**src/rtl/servo_scan_ctrl.sv**
```systemverilog
// Servo scan controller: sweeps right/center/left, triggers the
// ultrasonic ranger at each stop and stores one distance per position.
module servo_scan_ctrl #(
  parameter int unsigned SETTLE_CYCLES  = 30_000_000,
  parameter int unsigned TIMEOUT_CYCLES = 3_000_000
) (
  input  logic        clk,
  input  logic        rst,
  input  logic        start,
  output logic [1:0]  pos,
  output logic        us_trig,
  input  logic        us_done,
  input  logic [15:0] us_dist,
  output logic [15:0] dist_r,
  output logic [15:0] dist_c,
  output logic [15:0] dist_l,
  output logic [2:0]  err,
  output logic        busy,
  output logic        done
);

  localparam int unsigned MAXC =
    (SETTLE_CYCLES > TIMEOUT_CYCLES) ? SETTLE_CYCLES : TIMEOUT_CYCLES;
  localparam int CW = (MAXC > 1) ? $clog2(MAXC) : 1;

  localparam logic [CW-1:0] SETTLE_LAST = CW'(SETTLE_CYCLES - 1);
  localparam logic [CW-1:0] TO_LAST     = CW'(TIMEOUT_CYCLES - 1);

  localparam logic [1:0] POS_R = 2'b00;
  localparam logic [1:0] POS_C = 2'b01;
  localparam logic [1:0] POS_L = 2'b10;

  typedef enum logic [2:0] {
    S_IDLE,
    S_MOVE,
    S_SETTLE,
    S_TRIG,
    S_WAIT,
    S_STORE,
    S_HOME
  } state_t;

  state_t      state_q, state_d;
  logic [1:0]  idx_q, idx_d;
  logic [CW-1:0] cnt_q, cnt_d;
  logic [1:0]  pos_q, pos_d;
  logic [15:0] dr_q, dr_d;
  logic [15:0] dc_q, dc_d;
  logic [15:0] dl_q, dl_d;
  logic [2:0]  err_q, err_d;

  logic        wr_en;
  logic [15:0] wr_val;
  logic        wr_err;

  // State and datapath registers with synchronous reset
  always_ff @(posedge clk) begin
    if (rst) begin
      state_q <= S_IDLE;
      idx_q   <= 2'd0;
      cnt_q   <= '0;
      pos_q   <= POS_C;
      dr_q    <= 16'd0;
      dc_q    <= 16'd0;
      dl_q    <= 16'd0;
      err_q   <= 3'b000;
    end else begin
      state_q <= state_d;
      idx_q   <= idx_d;
      cnt_q   <= cnt_d;
      pos_q   <= pos_d;
      dr_q    <= dr_d;
      dc_q    <= dc_d;
      dl_q    <= dl_d;
      err_q   <= err_d;
    end
  end

  // Next-state, counters, result capture and strobes
  always_comb begin
    state_d = state_q;
    idx_d   = idx_q;
    cnt_d   = cnt_q;
    pos_d   = pos_q;
    dr_d    = dr_q;
    dc_d    = dc_q;
    dl_d    = dl_q;
    err_d   = err_q;
    wr_en   = 1'b0;
    wr_val  = 16'd0;
    wr_err  = 1'b0;
    us_trig = 1'b0;
    done    = 1'b0;

    unique case (state_q)
      S_IDLE: begin
        if (start) begin
          idx_d   = 2'd0;
          state_d = S_MOVE;
        end
      end
      S_MOVE: begin
        unique case (idx_q)
          2'd1:    pos_d = POS_C;
          2'd2:    pos_d = POS_L;
          default: pos_d = POS_R;
        endcase
        cnt_d   = '0;
        state_d = S_SETTLE;
      end
      S_SETTLE: begin
        if (cnt_q == SETTLE_LAST) begin
          state_d = S_TRIG;
        end else begin
          cnt_d = cnt_q + CW'(1);
        end
      end
      S_TRIG: begin
        us_trig = 1'b1;
        cnt_d   = '0;
        state_d = S_WAIT;
      end
      S_WAIT: begin
        // A reply on the terminal cycle still counts as a reply
        if (us_done) begin
          wr_en   = 1'b1;
          wr_val  = us_dist;
          wr_err  = 1'b0;
          state_d = S_STORE;
        end else if (cnt_q == TO_LAST) begin
          wr_en   = 1'b1;
          wr_val  = 16'hFFFF;
          wr_err  = 1'b1;
          state_d = S_STORE;
        end else begin
          cnt_d = cnt_q + CW'(1);
        end
      end
      S_STORE: begin
        if (idx_q == 2'd2) begin
          state_d = S_HOME;
        end else begin
          idx_d   = idx_q + 2'd1;
          state_d = S_MOVE;
        end
      end
      S_HOME: begin
        pos_d   = POS_C;
        done    = 1'b1;
        state_d = S_IDLE;
      end
      default: begin
        state_d = S_IDLE;
      end
    endcase

    if (wr_en) begin
      case (idx_q)
        2'd0: begin
          dr_d     = wr_val;
          err_d[0] = wr_err;
        end
        2'd1: begin
          dc_d     = wr_val;
          err_d[1] = wr_err;
        end
        2'd2: begin
          dl_d     = wr_val;
          err_d[2] = wr_err;
        end
        default: ;
      endcase
    end
  end

  assign pos    = pos_q;
  assign dist_r = dr_q;
  assign dist_c = dc_q;
  assign dist_l = dl_q;
  assign err    = err_q;
  assign busy   = (state_q != S_IDLE);

endmodule

```
**config.mk**
```make
export PLATFORM = sky130hd
export DESIGN_NAME = servo_scan_ctrl
export DESIGN_NICKNAME = d
export VERILOG_FILES = /design/src/rtl/servo_scan_ctrl.sv
export SDC_FILE = /design/constraint.sdc
export NUM_CORES = 1
export LEC_CHECK = 0
export ABC_AREA = 0
export CAP_MARGIN = 20
export CORE_MARGIN = 4
export CORE_UTILIZATION = 43
export DETAILED_ROUTE_END_ITERATION = 16
export PLACE_DENSITY = 0.69
export SYNTH_ARGS = -nofsm -noshare
export SYNTH_HDL_FRONTEND = slang
export SYNTH_SLANG_ARGS = --single-unit
```
**constraint.sdc**
```tcl
create_clock -name clk -period 3.82 [get_ports clk]
set_input_delay 0.764 -clock clk [delete_from_list [all_inputs] [get_ports clk]]
set_output_delay 0.764 -clock clk [all_outputs]
set_load 0.005 [all_outputs]
```
==> results.md, run 1 <==
Synth:
- The number of library cell types mapped by synthesis is 44.
- The number of nets in the synthesized netlist is 372.
- After technology mapping, the gate count stands at 348.
- During synthesis, Yosys emitted a total of 0 warnings.
- The synthesis-stage register bit count is 83.
- Among all flip-flop cells after synthesis, the most frequent one is sky130_fd_sc_hd__dfxtp_1.
- The sequential cell area fraction in the yosys report is 47.4%.
- The mapped cell area is 3510 um2.
- The fraction of registers with async set/reset is 0%.
- The synthesized area per cell is 10.1 um2.
- The count of flip-flops with a built-in enable after synthesis is 0.

Layout:
- The area occupied by registers is 1660 um2.
- Fill cells in the final layout number 715.
- The area taken by multi-input logic gates is 1670 um2.
- The repair_antennas step left the layout with diodes totalling 0.
- Leaving out fill and tap cells, the most frequent cells in the layout are sky130_fd_sc_hd__dfxtp_1, sky130_fd_sc_hd__clkdlybuf4s50_1, sky130_fd_sc_hd__o221a_2, sky130_fd_sc_hd__nor2_1, sky130_fd_sc_hd__nand2_1.
- The most common cell after layout, fill and taps aside is sky130_fd_sc_hd__dfxtp_1.
- The final cell utilization of the core is 56.7%.
- The number of nets in the finished design is 435.
- The growth of design area from synthesis to finish is 26.9%.
- In the final layout, the share of cells above drive strength 1 is 16.8%.
- With fillers left out, the area of the finished cells amounts to 4450 um2.
- The finished layout holds 518 standard cells, fillers aside.

Global route:
- The number of antenna violations at the first check in global routing came to 0.
- The overall overflow remaining after global route is 0.
- The maximum number of pins on one net before global-route repair is 50.
- The via count of the first global-routing pass is 2788.
- The first global-routing pass estimated 14400 um of wire.
- Global routing used 18.1% of the available tracks across all layers.

Detailed routing:
- The total wire length after detailed routing is 8750 um.
- In this run, the number of DRC markers left after iteration 0 of detailed routing was 134.
- The first detailed-routing pass took 4 iterations.
- In the final routed layout, each cell accounts on average for 16.9 um.
- Dividing the detail-routed via count by the number of cells gives 5.64.
- The via count is 2922.
- The number of nets still failing antenna checks after routing is 0.
- The remaining routing DRC violations is 0.

Clocking:
- The H-tree was split into 3 levels.
- The number of hold buffers added after CTS was 0.
- The clock net in this run drives a total of 83 sinks.
- The clock tree buffer depth is 2.
- The source-to-sink clock delay at the later pin of the worst-skew pair is 0.37 ns.
- After clock tree synthesis, the clock-pin slew on the worst setup and hold paths is 0.08 ns.
- The total setup buffers inserted after CTS is 0.
- The CTS tree is built.
- The buffer cell driving the clock tree root is sky130_fd_sc_hd__clkbuf_8.
- After clock tree synthesis, the repair step resized 0 gates.
- The TritonCTS buffer count is 9.

Setup path:
- The setup check on the worst reg-to-reg path leaves a slack of 1.10 ns.
- STA classifies the critical path endpoint as a primary output.
- The critical path in this run is classified as reg2out.
- For the worst setup path, the data arrival time is 1.97 ns.
- The type of origin of the critical path is a flip-flop.
- For the worst setup path, the data required time is 3.06 ns.
- The top fanout value on the critical path is 12.

STA:
- The post-layout worst setup margin is 1.09 ns.
- The peak clock frequency supported by timing is 366 MHz.
- Final hold analysis gives a worst-case slack of 0.471 ns.
- After layout, the minimum clock period comes to 2.73 ns.
- The actual slew at the worst max-slew pin is 0.796 ns.
- The count of endpoints failing hold in the final timing report is 0.
- Setup repair after global routing left no endpoint under its margin.
- The worst-case clock skew is 0.0132 ns.
- For the final routed database, the setup TNS stands at 0 ns.
- Headroom to the max-slew limit came out at 46.9%.
- The final-report setup violation count is 0.
- The final max-slew violation count is 0.
- After layout, the worst path uses 71.5% of the clock period.

Flow run:
- The max-capacitance violation count is 0.

Floorplan:
- The number of standard-cell rows in the floorplan is 32.
- The width of the die is 98.3 um.
- The starting density of the core is 44.7%.
- The die boundary height is 98.3 um.
- The floorplan step defined a die boundary enclosing 9660 um2.
- In this run the standard cell core region covers 7850 um2.
- In this run the count of I/O pins placed on the die edge is 76.

Place:
- After detailed placement, the total cell area comes to 4270 um2.
- Counting tap cells, the placed design contains a total of 502 instances.
- Buffers placed on the I/O ports in this run total 75.
- After legalization and detailed placement, the total HPWL measured 6110 um.
- The last weighted congestion value of the routability-driven placer is 0.825.
- OpenSTA, run right after detailed placement, puts the worst setup slack at 1.07 ns.

Power:
- The maximum resistive drop on vdd is 0.233 mV.
- The analysis attributes to cell leakage a power of 1.48 nW.
- The total power after layout is 1.60 mW.
- In this run the power density over the cells is 361 nW/um2.

Min path:
- The class of the tightest hold or removal check is reg2reg.

Outcome:
- The run finished with clean final reports.
-- Yosys cell counts, types with 2 or more instances --
cell type | instances | area share [%]
sky130_fd_sc_hd__clkbuf_1 | 16 | 1.7
sky130_fd_sc_hd__nor4bb_1 | 3 | 0.86
sky130_fd_sc_hd__a21oi_1 | 16 | 2.3
sky130_fd_sc_hd__inv_1 | 9 | 0.96
sky130_fd_sc_hd__a21boi_1 | 2 | 0.43
sky130_fd_sc_hd__o221a_2 | 46 | 15
sky130_fd_sc_hd__a2111oi_0 | 4 | 1.0
sky130_fd_sc_hd__nand2_1 | 21 | 2.2
sky130_fd_sc_hd__nor2b_1 | 6 | 1.1
sky130_fd_sc_hd__or3_1 | 2 | 0.36
sky130_fd_sc_hd__buf_4 | 4 | 0.86
sky130_fd_sc_hd__a211oi_1 | 6 | 1.3
sky130_fd_sc_hd__buf_2 | 2 | 0.29
sky130_fd_sc_hd__xor2_1 | 2 | 0.50
sky130_fd_sc_hd__o21a_1 | 3 | 0.64
sky130_fd_sc_hd__nor2_1 | 34 | 3.6
sky130_fd_sc_hd__dfxtp_1 | 83 | 47
sky130_fd_sc_hd__nand4_1 | 12 | 2.1
sky130_fd_sc_hd__nor3_1 | 4 | 0.57
sky130_fd_sc_hd__ha_1 | 4 | 1.4
sky130_fd_sc_hd__a21o_1 | 2 | 0.43
sky130_fd_sc_hd__xnor2_1 | 19 | 4.7
sky130_fd_sc_hd__o31ai_4 | 2 | 1.2
sky130_fd_sc_hd__buf_6 | 3 | 0.96
sky130_fd_sc_hd__nor3b_1 | 2 | 0.43
sky130_fd_sc_hd__nand3_1 | 7 | 1.0
sky130_fd_sc_hd__and4_1 | 2 | 0.50
sky130_fd_sc_hd__and2_1 | 6 | 1.1
sky130_fd_sc_hd__nand2b_1 | 5 | 0.89
sky130_fd_sc_hd__o21ai_0 | 4 | 0.57
sky130_fd_sc_hd__and3_1 | 4 | 0.71
-- critical path, stage by stage, from the launching register on --
cell and delay (ns):
sky130_fd_sc_hd__dfxtp_1 0.54, sky130_fd_sc_hd__nor2b_1 0.36, sky130_fd_sc_hd__and2_1 0.20, sky130_fd_sc_hd__clkdlybuf4s50_1 0.50
-- sequential cells by signal, indices dropped and copies added (netlist names) --
name	flops
err	3
dist_l	16
idx_q	2
pos	2
dist_c	16
state_q	3
dist_r	16
cnt_q	25
-- routing by layer --
layer	vias to the layer above	share of wire [%]	global-route usage [%]
li1	1425	-	-
met1	1411	48	24.4
met2	77	46	28.4
met3	9	4.9	5.86
met4	0	0.96	4.20
met5	-	0	0
-- layout make-up --
type	instances	area share, %
Clock buffer	9	2.78
Clock inverter	7	1.32
Inverter	10	0.844
Multi-Input combinational cell	230	37.6
Sequential cell	83	37.3
Tap cell	102	2.87
Timing Repair Buffer	77	17.2
-- worst paths after layout --
check / start / to / cells after the start
worst min-delay path: err[0]$_SDFFE_PP0P_ / err[0]$_SDFFE_PP0P_ / 2
worst max register to register: cnt_q[20]$_SDFFE_PP0P_ / cnt_q[13]$_SDFFE_PP0P_ / 6
worst max-delay path: state_q[1]$_SDFFE_PP0P_ / us_trig / 3
worst min register to register: err[0]$_SDFFE_PP0P_ / err[0]$_SDFFE_PP0P_ / 2
-- cells by family (layout without fill, tap and decap cells) --
kind of cell / after synthesis / count (layout) / synth area share [%]
flops: 83 / 83 / 47.4
fa+ha+maj: 4 / 4 / 1.43
xor+xnor: 21 / 21 / 5.24
simple gates: 113 / 113 / 16.7
buf+inv: 35 / 103 / 4.89
mux: 1 / 1 / 0.285
compound gates: 91 / 91 / 24.0
-- where the power goes --
| part | switching, mW | internal (mW) | leakage [nW] |
|---|---|---|---|
| logic | 0.0640 | 0.0583 | 0.719 |
| registers | 0.0155 | 0.874 | 0.669 |
| clock network | 0.345 | 0.247 | 0.0925 |
| total | 0.425 | 1.18 | 1.48 |
(Power assumes the default switching activity.)
==> run 2, diff against run 1 <==
PLACE_DENSITY = 0.72   (was 0.69)
clock period = 2.45 ns   (was 3.82 ns; I/O delays follow)
==> run 2 against run 1 <==
- worst setup slack worse by 0.93 ns
- clock-buffer cell count stayed put
- critical path type unchanged
- non-clock buffer count is 17 higher
- wire length is 0.59% higher
- core utilization is 2.5 points higher
- critical endpoint unchanged
- clock skew is 0.00083 ns higher
- critical path depth stayed put
- global-route usage is 0.52 points lower
- register-to-register slack worse by 0.91 ns
- first-iteration DRC count is 11% higher
- flip-flop and latch count stayed put
- power is 59% higher
==> results.md, run 2 (synthesis gave the netlist of run 1 again) <==
STA:
- The post-layout worst setup margin is 0.162 ns (-0.928 ns).
- The hold slack came to 0.466 ns (-0.00467 ns).
- The final-report setup violation count came to 0 (unchanged).
- The count of endpoints failing hold in the final timing report was 0 (unchanged).
- Setup repair after global routing left no endpoint under its margin.
- The time the final worst path needs with I/O delays and setup is 2.29 ns.
- The worst-case clock skew is 0.0141 ns (+0.000829 ns).
- The post-route setup TNS was 0 ns (unchanged).
- The actual slew at the worst max-slew pin is 0.578 ns (-0.218 ns).
- Dividing the final minimum period by the clock period gives 93.4%.
- The final max-slew violation count is 0 (unchanged).
- The worst slew margin relative to its limit came to 60.5% (+14 points).
- The peak clock frequency supported by timing is 437 MHz.

Flow run:
- The max-capacitance violation count is 0 (unchanged).

Setup path:
- The required arrival time at the worst endpoint came to 1.96 ns (-1.10 ns).
- The data arrival time of the worst path is 1.80 ns (-0.17 ns).
- The critical path goes through nor2b_2 > and2_1 > clkdlybuf4s50_1.
- STA classifies the critical path endpoint as a primary output.
- The reg-to-reg critical path startpoint is cnt_q[20]$_SDFFE_PP0P_.
- The worst-case reg-to-reg path depth is 6 (unchanged).
- The combined buffer and inverter count along the critical path is 1 (unchanged).
- The cell type group with the largest total delay on the critical path is buffers and inverters.
- The setup slack on the worst flop-to-flop path came to 0.19 ns (-0.91 ns).
- The highest cell delay on the worst timing path was 0.52 ns (-0.02 ns).
- The worst setup path is launched from a flip-flop.
- The slowest cell on the critical path is sky130_fd_sc_hd__clkdlybuf4s50_1.
- In this run the critical register-to-register path is captured at cnt_q[13]$_SDFFE_PP0P_.
- The top fanout value on the critical path is 12 (unchanged).
- The critical path is of the reg2out type.

Power:
- The cell internal power dissipation is 1.86 mW (+58%).
- The combinational share of power is 8.3% (+0.7 points).
- The net load switching power is 0.690 mW (+63%).
- The power per cell area is 550 nW/um2 (+52%).
- The portion of total power attributed to the clock network is 37.7% (+0.8 points).
- The switching part of the total was 27.0% (+0.56 points).
- The leakage dissipation is 1.57 nW (+6.2%).
- The total power after layout is 2.55 mW (+59%).
- The maximum resistive drop on vdd was 0.375 mV (+61%).
- The sequential fraction of design power came to 54.0% (-1.5 points).

Layout:
- The number of nets in the finished design came to 452 (+3.9%).
- The share of final-layout standard cells stronger than drive strength 1 is 20.8% (+4.0 points).
- The final cell area excluding filler cells is 4650 um2 (+4.4%).
- The count of non-filler cells in the finished layout was 535 (+3.3%).
- The most common cell after layout, fill and taps aside is sky130_fd_sc_hd__dfxtp_1.
- The number of flip-flops under the largest register name came to 25 (unchanged).
- The diode insertion count for antenna repair was 0 (unchanged).
- The final cell utilization of the core was 59.2% (+2.5 points).
- More flip-flops sit in one register than any other, and that register is cnt_q.
- The top cell types in the final layout, fill and taps aside, are sky130_fd_sc_hd__dfxtp_1, sky130_fd_sc_hd__clkdlybuf4s50_1, sky130_fd_sc_hd__o221a_2, sky130_fd_sc_hd__nor2_1, sky130_fd_sc_hd__nand2_1.
- From synthesis to final layout, the design area changed by 32.5%.

Global route:
- The via count of the first global-routing pass is 2798 (+0.36%).
- The overall overflow remaining after global route is 0 (unchanged).
- The maximum number of pins on one net before global-route repair is 50 (unchanged).
- The first-pass GRT wire length is 14200 um (-1.4%).
- The number of antenna violations at the first check in global routing was 0 (unchanged).
- The aggregate global-route resource usage is 17.6% (-0.52 points).

Detailed routing:
- The detailed-route wire length per cell is 16.4 um (-2.6%).
- The via count was 2958 (+1.2%).
- The via density per instance is 5.53 (-2.0%).
- The detailed router's first-iteration violation count is 149 (+11%).
- The total wire length after detailed routing is 8800 um (+0.59%).
- The length of the first detailed-routing pass in iterations is 4 (unchanged).
- The remaining routing DRC violations was 0 (unchanged).
- The number of nets still failing antenna checks after routing is 0 (unchanged).

Clocking:
- The clock tree buffer depth is 2 (unchanged).
- The CTS tree is built.
- The root buffer cell chosen for the clock tree is sky130_fd_sc_hd__clkbuf_8.
- The count of clock tree sinks came to 83 (unchanged).
- The number of hold-repair buffers added at the cts stage was 0 (unchanged).
- The TritonCTS buffer count came to 9 (unchanged).
- The source-to-sink clock delay at the later pin of the worst-skew pair is 0.36 ns (about the same).
- The clock transition time at the flip-flop clock pins of the worst setup and hold paths is 0.10 ns (+0.02 ns).
- The number of levels the H-tree was split into is 3 (unchanged).

Min path:
- The class of the tightest hold or removal check is reg2reg.
- The worst hold path terminates at err[2]$_SDFFE_PP0P_.
- The instance count along the most critical hold path is 2 (unchanged).
- In this run the most critical hold path is launched from err[2]$_SDFFE_PP0P_.

Floorplan:
- The starting density of the core is 44.7% (unchanged).
- The width of the die was 98.3 um (unchanged).
- The die boundary height is 98.3 um (unchanged).
- The area inside the core boundary was 7850 um2 (unchanged).
- The total I/O pin count came to 76 (unchanged).
- The number of standard-cell rows in the floorplan was 32 (unchanged).
- The floorplan die area is 9660 um2 (unchanged).

Outcome:
- The run finished with clean final reports.

Place:
- The pre-CTS setup slack is 0.170 ns (-0.895 ns).
- The number of instances in the placed design is 518 (+3.2%).
- The count of input and output buffers was 75 (unchanged).
- The HPWL after detailed placement came to 6240 um (+2.0%).
- The last weighted congestion value of the routability-driven placer is 0.881 (+6.8%).
- The total cell area at the placement stage came to 4440 um2 (+4.0%).
-- run 2: cell types whose count changed in the layout (fill, tap and decap cells not counted), sizes merged --
| cell | change |
|---|---|
| clkinvlp | +2 |
| clkinv | -1 |
| inv | -1 |
| buf | +17 |
-- run 2: metal layers --
metal	up-vias	wire length (um)	GRT usage [%]	part of all wire, %
met1	1407	4190	24.2	48
met5	-	0	0	0
met4	0	96	5.46	1.1
met3	9	448	3.57	5.1
met2	87	4060	27.9	46
li1	1455	-	-	-
-- run 2: how the worst max path moves through the flow --
stage / cells past startpoint / slack [ns] / start / end
global route: 6 / 0.01 / cnt_q[20]$_SDFFE_PP0P_ / cnt_q[13]$_SDFFE_PP0P_
global placement: 6 / 0.17 / us_done / cnt_q[23]$_SDFFE_PP0P_
floorplan: 7 / 0.25 / cnt_q[0]$_SDFFE_PP0P_ / cnt_q[24]$_SDFFE_PP0P_
CTS: 3 / 0.02 / state_q[1]$_SDFFE_PP0P_ / us_trig
finish: 3 / 0.16 / state_q[1]$_SDFFE_PP0P_ / us_trig
detailed placement: 6 / 0.17 / us_done / cnt_q[23]$_SDFFE_PP0P_
-- run 2: power groups by stage --
stage          logic, mW  registers (mW)  clock network [mW]
2_1_floorplan      0.112            1.41                   0
3_3_place_gp       0.211            1.41                   0
3_5_place_dp       0.212            1.41                   0
4_1_cts            0.214            1.38               0.983
5_1_grt            0.234            1.38                1.04
6_report           0.213            1.38               0.963
-- run 2: worst min-delay path, cell delays in order, from the launching register on --
cell                      delay (ns)
sky130_fd_sc_hd__dfxtp_1        0.32
sky130_fd_sc_hd__nand2_1        0.05
sky130_fd_sc_hd__o21ai_0        0.06
-- run 2: final cells by class --
| type | instances | area (um2) |
|---|---|---|
| inverter | 10 | 37.5 |
| timing repair buffer | 94 | 943 |
| multi-input combinational | 230 | 1680 |
| sequential | 83 | 1660 |
| tap | 102 | 128 |
| clock buffer | 9 | 124 |
| fill | 687 | 3200 |
| clock inverter | 7 | 70.1 |
-- run 2: what timing repair did --
| item | 4_1_cts | 5_1_grt |
|---|---|---|
| pin swaps | 0 | 1 |
| setup endpoints to repair | 1 | 38 |
| gates cloned | 0 | 0 |
| resized for setup | 1 | 2 |
| hold endpoints to repair | 0 | 0 |
| setup buffers | 0 | 1 |
==> run 3, diff against run 2 <==
PLACE_DENSITY = 0.69   (was 0.72)
clock period = 2.4 ns   (was 2.45 ns; I/O delays follow)
==> run 3 against run 2 <==
- sequential share of layout area is 0.82 points lower
- die area unchanged
- power increased by 9.7%
- hold slack gained 0.0054 ns
- register-to-register slack lost 0.04 ns
- final area up 2.3%
- critical endpoint is now cnt_q[13]$_SDFFE_PP0P_
- largest cell class unchanged
- largest power group unchanged
==> results.md, run 3 (synthesis gave the netlist of run 1 again) <==
Clocking:
- The number of hold-repair buffers added at the cts stage came to 0 (unchanged).
- The source-to-sink clock delay at the later pin of the worst-skew pair is 0.35 ns (about the same).
- The clock transition time at the flip-flop clock pins of the worst setup and hold paths came to 0.10 ns (about the same).
- The tree is rooted in a sky130_fd_sc_hd__clkbuf_8.
- The TritonCTS buffer count is 9 (unchanged).
- The CTS tree is built.
- The count of clock tree sinks is 83 (unchanged).
- The number of levels the H-tree was split into is 3 (unchanged).
- The clock tree buffer depth is 2 (unchanged).

Power:
- The cell internal power dissipation is 2.11 mW (+13%).
- The power per cell area is 590 nW/um2 (+7.2%).
- The combinational share of power came to 8.3% (about the same).
- The sequential fraction of design power came to 50.1% (-3.9 points).
- The switching part of the total is 24.5% (-2.5 points).
- The total power after layout is 2.80 mW (+9.7%).
- The maximum resistive drop on vdd is 0.343 mV (-8.6%).
- The portion of total power attributed to the clock network is 41.6% (+3.9 points).
- The leakage dissipation is 1.64 nW (+4.6%).
- The net load switching power is 0.687 mW (-0.50%).

Place:
- The pre-CTS setup slack came to 0.133 ns (-0.0368 ns).
- The last weighted congestion value of the routability-driven placer is 0.834 (-5.3%).
- The HPWL after detailed placement was 6420 um (+2.9%).
- The total cell area at the placement stage is 4480 um2 (+1.0%).
- The count of input and output buffers is 75 (unchanged).

Floorplan:
- The total I/O pin count is 76 (unchanged).
- The die boundary height came to 98.3 um (unchanged).
- The starting density of the core came to 44.7% (unchanged).
- The floorplan die area is 9660 um2 (unchanged).
- The area inside the core boundary is 7850 um2 (unchanged).
- The number of standard-cell rows in the floorplan was 32 (unchanged).
- The width of the die was 98.3 um (unchanged).

STA:
- The worst-case clock skew is 0.0161 ns (+0.00203 ns).
- The post-route setup TNS is 0 ns (unchanged).
- The worst slew margin relative to its limit was 65.6% (+5.1 points).
- The post-layout worst setup margin was 0.147 ns (-0.0154 ns).
- For this run, the top clock speed supported by timing is 444 MHz.
- The final max-slew violation count was 0 (unchanged).
- The count of endpoints failing hold in the final timing report is 0 (unchanged).
- Counting I/O delays and the setup requirement, the final critical path takes 2.25 ns.
- Dividing the final minimum period by the clock period gives 93.9%.
- The final-report setup violation count came to 0 (unchanged).
- The actual slew at the worst max-slew pin came to 0.503 ns (-0.0753 ns).

Outcome:
- The run finished with clean final reports.

Layout:
- Counting flops per register, the top entry is cnt_q.
- The number of nets in the finished design was 461 (+2.0%).
- Relative to the synthesized area, the layout overhead comes to 35.5%.
- The final cell area excluding filler cells came to 4750 um2 (+2.3%).
- The number of flip-flops under the largest register name is 25 (unchanged).
- The diode insertion count for antenna repair is 0 (unchanged).
- The fill cell total of the finished layout came to 711 (+3.5%).
- Leaving out fill and tap cells, the most frequent cells in the layout are sky130_fd_sc_hd__dfxtp_1, sky130_fd_sc_hd__clkdlybuf4s50_1, sky130_fd_sc_hd__o221a_2, sky130_fd_sc_hd__nor2_1, sky130_fd_sc_hd__buf_4.
- The final cell utilization of the core is 60.5% (+1.3 points).
- The most common cell after layout, fill and taps aside is sky130_fd_sc_hd__dfxtp_1.
- The share of final-layout standard cells stronger than drive strength 1 came to 22.2% (+1.4 points).

Flow run:
- The max-capacitance violation count was 0 (unchanged).

Global route:
- The busiest layer in global routing is met2.
- The met2 routing resource usage after global routing came to 30.4% (+2.4 points).
- The maximum number of pins on one net before global-route repair was 50 (unchanged).
- The met3 layer usage reported by global route came to 3.57% (unchanged).
- The number of antenna violations at the first check in global routing is 0 (unchanged).
- The aggregate global-route resource usage is 18.4% (+0.82 points).
- The overall overflow remaining after global route is 0 (unchanged).
- The via count of the first global-routing pass is 2928 (+4.6%).
- The first-pass GRT wire length came to 14800 um (+3.9%).
- The met1 track utilization from global routing is 24.7% (+0.56 points).

Detailed routing:
- The remaining routing DRC violations is 0 (unchanged).
- The via density per instance was 5.43 (-1.8%).
- The detailed-route wire length per cell came to 16.3 um (-1.2%).
- The number of nets still failing antenna checks after routing was 0 (unchanged).
- The total wire length after detailed routing is 8840 um (+0.51%).
- The length of the first detailed-routing pass in iterations was 4 (unchanged).
- The via count was 2953 (-0.17%).
- The detailed router's first-iteration violation count is 106 (-29%).

Setup path:
- The kind of cell with the highest combined delay along the critical path is compound AO/OA/AOI/OAI gates.
- The slowest cell on the critical path is sky130_fd_sc_hd__or4_4.
- The data arrival time of the worst path was 2.55 ns (+0.75 ns).
- The highest cell delay on the worst timing path was 0.47 ns (-0.05 ns).
- The signal on the critical path passes through or3_1 > or4_4 > o31ai_4 > buf_4 > a21oi_2 > a211oi_1 > a31o_2.
- STA classifies the critical path endpoint as a flip-flop.
- STA classifies the critical path startpoint as a flip-flop.
- The critical path is of the reg2reg type.
- The required arrival time at the worst endpoint was 2.70 ns (+0.74 ns).
- The top fanout value on the critical path was 7 (-5).
- The combined buffer and inverter count along the critical path was 1 (unchanged).

Min path:
- The tightest min-delay check is of the reg2reg type.
## run 3: area by class of cell
type | count | area, um2 | share of cell area (%)
clock inverter | 7 | 109 | 2.29
sequential | 83 | 1660 | 35.0
inverter | 10 | 37.5 | 0.790
clock buffer | 9 | 124 | 2.61
tap | 102 | 128 | 2.69
multi-input combinational | 230 | 1680 | 35.4
timing repair buffer | 103 | 1010 | 21.3
## run 3: worst paths after layout
kind / start / slack [ns] / cells past startpoint / end
worst max register to register: cnt_q[20]$_SDFFE_PP0P_ / 0.15 / 7 / cnt_q[13]$_SDFFE_PP0P_
worst min register to register: err[1]$_SDFFE_PP0P_ / 0.47 / 2 / err[1]$_SDFFE_PP0P_
worst max-delay path: cnt_q[20]$_SDFFE_PP0P_ / 0.15 / 7 / cnt_q[13]$_SDFFE_PP0P_
worst min-delay path: err[1]$_SDFFE_PP0P_ / 0.47 / 2 / err[1]$_SDFFE_PP0P_
## run 3: metal layers
metal | vias to the layer above | routed length (um)
li1 | 1479 | -
met3 | 5 | 447
met2 | 79 | 4110
met1 | 1390 | 4200
met5 | - | 0
met4 | 0 | 76
## run 3: worst reg2reg max path, stage by stage (launching register included)
cell and delay (ns):
sky130_fd_sc_hd__dfxtp_1 0.32, sky130_fd_sc_hd__or3_1 0.36, sky130_fd_sc_hd__or4_4 0.48, sky130_fd_sc_hd__o31ai_4 0.38, sky130_fd_sc_hd__buf_4 0.19, sky130_fd_sc_hd__a21oi_2 0.08, sky130_fd_sc_hd__a211oi_1 0.26, sky130_fd_sc_hd__a31o_2 0.13
## run 3: metrics by stage
stage               hold WS, ns  cells
global route              0.501    544
floorplan                 0.452    348
CTS                       0.476    540
finish                    0.471    544
global placement          0.447    524
detailed placement        0.459    524
## run 3: what timing repair did
action / 4_1_cts / 5_1_grt
setup buffers: 0 / 4
gates resized for setup: 0 / 2
setup endpoints to repair: 0 / 3
## run 3: power by group through the flow
stage	Sequential [mW]	Clock (mW)	Combinational, mW
floorplan	1.44	0	0.114
global placement	1.43	0	0.227
detailed placement	1.43	0	0.229
CTS	1.40	1.20	0.231
global route	1.41	1.26	0.256
finish	1.40	1.17	0.232
